### config.mk
export PLATFORM = sky130hd
export DESIGN_NAME = stream_mux_rr
export DESIGN_NICKNAME = d
export VERILOG_FILES = /design/src/rtl/stream_mux_rr_pkg.sv /design/src/rtl/stream_mux_rr_arbiter.sv /design/src/rtl/stream_mux_rr.sv
export SDC_FILE = /design/constraint.sdc
export NUM_CORES = 1
export LEC_CHECK = 0
export ABC_AREA = 1
export BUFFER_PORTS_ARGS = -buffer_cell sky130_fd_sc_hd__buf_4
export CORE_MARGIN = 5
export CORE_UTILIZATION = 36
export CTS_BUF_LIST = sky130_fd_sc_hd__clkbuf_16
export CTS_CLUSTER_SIZE = 40
export DETAILED_ROUTE_END_ITERATION = 12
export MAX_ROUTING_LAYER = met4
export PLACE_DENSITY = 0.67
export SLEW_MARGIN = 10
export SYNTH_ARGS = -nofsm -noshare
export SYNTH_HDL_FRONTEND = slang
export SYNTH_SLANG_ARGS = --single-unit
### constraint.sdc
create_clock -name clk -period 8.4 [get_ports clk]
set_input_delay 0 -clock clk [delete_from_list [all_inputs] [get_ports clk]]
set_output_delay 0 -clock clk [all_outputs]
set_load 0.01 [all_outputs]
### src/rtl/stream_mux_rr_pkg.sv
// Shared types and helpers for the round-robin / fixed-priority stream multiplexer.
package stream_mux_rr_pkg;

    typedef enum logic {
        ARB_FIXED = 1'b0,
        ARB_RR    = 1'b1
    } arb_mode_e;

    // Index width for n items, never narrower than one bit.
    function automatic int clog2_min1(input int n);
        int r;
        r = 0;
        while ((32'sd1 << r) < n) begin
            r = r + 32'sd1;
        end
        return (r < 32'sd1) ? 32'sd1 : r;
    endfunction

endpackage

### src/rtl/stream_mux_rr_arbiter.sv
// Combinational N-way arbiter: rotating-start round-robin or lowest-index-first.
module rr_arbiter
    import stream_mux_rr_pkg::*;
#(
    parameter int N  = 8,
    parameter int RR = 1,
    localparam int SELW = clog2_min1(N)
) (
    input  logic [N-1:0]    req,
    input  logic [SELW-1:0] ptr,
    input  logic            en,
    output logic [N-1:0]    gnt,
    output logic [SELW-1:0] gnt_idx,
    output logic            any
);

    // Channel visited at scan step k; an out-of-range pointer restarts at 0.
    function automatic int scan_idx(input int p, input int k);
        int s;
        if (RR == int'(ARB_RR)) begin
            s = ((p >= N) ? 32'sd0 : p) + k;
            if (s >= N) begin
                s = s - N;
            end else begin
                s = s;
            end
        end else begin
            s = k;
        end
        return s;
    endfunction

    // First requesting channel in scan order wins; grant is gated by en.
    always_comb begin
        any     = 1'b0;
        gnt_idx = '0;
        gnt     = '0;
        for (int k = 0; k < N; k++) begin
            if (!any && req[scan_idx(int'(ptr), k)]) begin
                any     = 1'b1;
                gnt_idx = SELW'(scan_idx(int'(ptr), k));
            end else begin
                any = any;
            end
        end
        if (en && any) begin
            gnt[gnt_idx] = 1'b1;
        end else begin
            gnt = '0;
        end
    end

endmodule

### src/rtl/stream_mux_rr.sv
// N-way valid/ready stream multiplexer with one registered output stage.
// Optional packet lock (in_last/out_last) enabled by defining STREAM_MUX_LOCK_EN.
module stream_mux_rr
    import stream_mux_rr_pkg::*;
#(
    parameter int WIDTH = 32,
    parameter int N     = 8,
    parameter int RR    = 1,
    localparam int SELW = clog2_min1(N)
) (
    input  logic                 clk,
    input  logic                 rst_n,
    input  logic [N-1:0]         in_valid,
    input  logic [N*WIDTH-1:0]   in_data,
    output logic [N-1:0]         in_ready,
`ifdef STREAM_MUX_LOCK_EN
    input  logic [N-1:0]         in_last,
    output logic                 out_last,
`endif
    output logic                 out_valid,
    output logic [WIDTH-1:0]     out_data,
    output logic [SELW-1:0]      out_sel,
    input  logic                 out_ready
);

    logic [SELW-1:0] ptr_r;
    logic [N-1:0]    req_s;
    logic [N-1:0]    gnt_s;
    logic [SELW-1:0] gnt_idx_s;
    logic [SELW-1:0] ptr_next_s;
    logic            any_s;
    logic            load_s;
    logic            en_s;
    logic            xfer_s;

`ifdef STREAM_MUX_LOCK_EN
    logic            locked_r;
    logic [SELW-1:0] lock_idx_r;

    // While a packet is open only its owner may request.
    always_comb begin
        req_s = '0;
        if (locked_r) begin
            req_s[lock_idx_r] = in_valid[lock_idx_r];
        end else begin
            req_s = in_valid;
        end
    end
`else
    assign req_s = in_valid;
`endif

    assign load_s     = !out_valid || out_ready;
    assign en_s       = load_s && rst_n;
    assign xfer_s     = en_s && any_s;
    assign in_ready   = gnt_s;
    assign ptr_next_s = (gnt_idx_s == SELW'(N - 1)) ? '0 : gnt_idx_s + SELW'(1);

    rr_arbiter #(
        .N  (N),
        .RR (RR)
    ) u_arb (
        .req     (req_s),
        .ptr     (ptr_r),
        .en      (en_s),
        .gnt     (gnt_s),
        .gnt_idx (gnt_idx_s),
        .any     (any_s)
    );

    // Output register and pointer; pointer moves only when a beat (or packet) completes.
    always_ff @(posedge clk) begin
        if (!rst_n) begin
            out_valid  <= 1'b0;
            out_data   <= '0;
            out_sel    <= '0;
            ptr_r      <= '0;
`ifdef STREAM_MUX_LOCK_EN
            out_last   <= 1'b0;
            locked_r   <= 1'b0;
            lock_idx_r <= '0;
`endif
        end else if (xfer_s) begin
            out_valid <= 1'b1;
            out_data  <= in_data[int'(gnt_idx_s)*WIDTH +: WIDTH];
            out_sel   <= gnt_idx_s;
`ifdef STREAM_MUX_LOCK_EN
            out_last  <= in_last[gnt_idx_s];
            if (in_last[gnt_idx_s]) begin
                locked_r <= 1'b0;
                ptr_r    <= ptr_next_s;
            end else begin
                locked_r   <= 1'b1;
                lock_idx_r <= gnt_idx_s;
            end
`else
            ptr_r     <= ptr_next_s;
`endif
        end else if (load_s) begin
            out_valid <= 1'b0;
        end
    end

endmodule

==> results.sh <==
export IMPL_fin_crit_ps=4810
export IMPL_track_usage_pct=25.3
export IMPL_ios=311
export IMPL_synthMuxAreaShare_pct=0
export IMPL_avgSynthCellArea_um2=5.05
export IMPL_powerDensity_nw_per_um2=482
export IMPL_initial_core_util_pct=36.2
export IMPL_synth_cell_types=34
export IMPL_fin_nets=1594
export IMPL_antenna_found_initial=0
export IMPL_clockBufferDepth=2
export IMPL_drive_gt1_share_pct=26.7
export IMPL_grt_pass1_wl_um=35600
export IMPL_wirelength_um=22900
export IMPL_post_dp_hpwl_um=16900
export IMPL_startpoint="ptr_r[0]"
export IMPL_yosys_area_top_type="nand2_1"
export IMPL_die_area_um2=17700
export IMPL_crit_path_max_fanout=75
export IMPL_diodes=0
export IMPL_yosys_area_share_simple_pct=64.7
export IMPL_synth_top_family_by_area="simple AND/OR/NAND/NOR gates"
export IMPL_fill_cells=1687
export IMPL_synthCells=1077
export IMPL_fin_setup_tns_ps=0
export IMPL_synth_fa_ha_area_share_pct=0.460
export IMPL_slew_violations=0
export IMPL_switching_power_mw=2.30
export IMPL_startpoint_type="flip-flop"
export IMPL_area_growth_pct=44.3
export IMPL_synthXorXnorAreaFrac_pct=0.920
export IMPL_die_w_um=133
export IMPL_power_leakage_nw=4.89
export IMPL_drt_iter0_drc=374
export IMPL_drv_cap=0
export IMPL_post_drt_via_cell_ratio=4.82
export IMPL_r2r_start="ptr_r[0]"
export IMPL_cts_num_sinks=39
export IMPL_first_pass_iters=5
export IMPL_min_delay_start="out_ready"
export IMPL_utilization_pct=52.2
export IMPL_worstSetupPathType="reg -> reg"
export IMPL_peakVddDrop_v=0.000436
export IMPL_rows=45
export IMPL_ctsResizeCount=0
export IMPL_grt_pass1_vias=6824
export IMPL_grt_max_degree=84
export IMPL_cp_required_ps=8640
export IMPL_gp_congestion=0.908
export IMPL_fin_crit_sh_pct=57.3
export IMPL_cts_tree="yes"
export IMPL_htree_levels=2
export IMPL_final_cell_area_um2=7850
export IMPL_max_freq_ghz=0.208
export IMPL_dpl_cell_area_um2=7650
export IMPL_synthTopCellsByArea="nand2_1, nand3_1, dfxtp_1"
export IMPL_fin_hold_ws_ps=59.5
export IMPL_avgRoutedWirePerCell_um=15.1
export IMPL_dp_cells=1506
export IMPL_synth_seq_area_share_pct=14.4
export IMPL_numCtsBuffers=5
export IMPL_synth_area_um2=5440
export IMPL_status="finished, final reports clean"
export IMPL_regArea_um2=781
export IMPL_hold_violations=0
export IMPL_combPwrFrac_pct=85.8
export IMPL_rsz0062_at_grt="false"
export IMPL_core_um2=15000
export IMPL_num_vias=7298
export IMPL_synth_warnings=0
export IMPL_clockPowerShare_pct=6.8
export IMPL_hp_class="in -> reg"
export IMPL_end_kind="flip-flop"
export IMPL_ctsRootBufferMaster="clkbuf_16"
export IMPL_overflow=0
export IMPL_synth_compound_area_share_pct=1.40
export IMPL_crit_arrival_ps=5050
export IMPL_drc=0
export IMPL_finalNonFillerCells=1514
export IMPL_cts_hold_buf=0
export IMPL_syn_nets=1346
export IMPL_portBuffers=310
export IMPL_setup_viol_count_final=0
export IMPL_cts_setup_buffers=0
export IMPL_p_int_mw=1.48
export IMPL_worst_pin_slew_ps=1030
export IMPL_multi_input_comb_area_um2=3710
export IMPL_finClkSkew_ps=4.04
export IMPL_seqPwrFrac_pct=7.4
export IMPL_relSlewSlack_pct=31.3
export IMPL_ys_ff_latch=39
export IMPL_path_clk_slew_ps=60
export IMPL_dieHeight_um=133
export IMPL_worstSkewPairLatency_ps=290
export IMPL_ant_nets=0
export IMPL_netSwitchingFraction_pct=60.8
export IMPL_yosys_area_top_type_share_pct=34.0
per-stage QoR:
step / power, mW / setup slack, ps
CTS: 3.81 / 3600
finish: 3.78 / 3590
global route: 4.27 / 3040
detailed placement: 3.54 / 3630
global placement: 3.54 / 3680
floorplan: 2.92 / 5570
cell usage after synthesis:
cell,instances
nand2_1,493
nand3_1,219
inv_1,144
buf_2,53
dfxtp_1,39
nand3b_1,33
nor2_1,22
buf_4,13
nand2_2,8
inv_2,7
nand3_2,6
nand4_1,6
buf_6,4
clkbuf_1,3
nor3_1,3
o21ai_0,3
ha_1,2
o21a_1,2
o21bai_1,2
a21oi_1,1
a31oi_1,1
a31oi_2,1
buf_1,1
nand3b_2,1
nand4_4,1
nor2_2,1
nor2_4,1
nor2_8,1
nor4_1,1
o211ai_1,1
xnor2_1,1
xnor2_2,1
xor2_1,1
xor2_2,1
power groups by stage:
stage	registers [mW]	logic [mW]	clock network [mW]
finish	0.280	3.25	0.257
global route	0.286	3.72	0.268
CTS	0.280	3.27	0.263
detailed placement	0.283	3.25	0
global placement	0.281	3.26	0
floorplan	0.284	2.63	0
sequential cells by signal, summed over array words and instances (netlist names):
| name | flops |
|---|---|
| out_data | 32 |
| out_sel | 3 |
| out_valid | 1 |
| ptr_r | 3 |
worst max-delay path, stage by stage (launching register included):
cell     delay, ps
dfxtp_1        570
inv_2          210
ha_1           420
inv_1          180
nand3_1        130
nand3_1        110
nand2_2        100
nor2_8         150
nand3_1         80
nand2_1         80
inv_2           30
nor2_1         180
nand3_4        450
nand2_4        670
buf_4          670
nand2_1        100
nand2_1         90
nand2_1         50
nand2_1        100
nand2_1         50
nand3_1        110
nand2_1         50
inv_1           60
final timing paths:
| check | endpoint | slack (ps) | cells past startpoint |
|---|---|---|---|
| hold / removal | out_valid | 60 | 4 |
| setup / recovery | out_data[1] | 3590 | 22 |
| hold reg to reg | out_sel[2] | 480 | 2 |
| setup reg to reg | out_data[1] | 3590 | 22 |
kinds of logic after synthesis:
family                   after synthesis
AND/OR/NAND/NOR                      796
buffers and inverters                225
flip-flops                            39
AO/OA/AOI/OAI                         11
XOR/XNOR                               4
adder cells (fa/ha/maj)                2
placed cells by master (no fill, tap or decap), types with 5 or more instances in the layout:
cell | synthesis | routed
clkbuf_16 | 0 | 5
nand3_2 | 6 | 6
nand3_1 | 219 | 218
buf_4 | 13 | 315
dfxtp_1 | 39 | 39
inv_2 | 7 | 7
nand3b_1 | 33 | 33
nand2_2 | 8 | 7
inv_1 | 144 | 144
nand2_1 | 493 | 493
nand4_1 | 6 | 6
nor2_1 | 22 | 21
cell type report:
class	count	area share (%)
Multi-Input combinational cell	813	47.2
Timing Repair Buffer	315	30.1
Sequential cell	39	9.95
Inverter	151	7.22
Tap cell	188	3.00
Clock buffer	5	1.59
Clock inverter	3	0.861
layer usage:
layer / global-route usage [%] / up-vias / share of wire (%)
met5: - / - / 0
met4: 6.93 / 0 / 2.4
met3: 5.78 / 34 / 7.6
met2: 42.0 / 273 / 48
met1: 30.8 / 3189 / 42
li1: - / 3802 / -
Power figures use the tool's default switching activity.
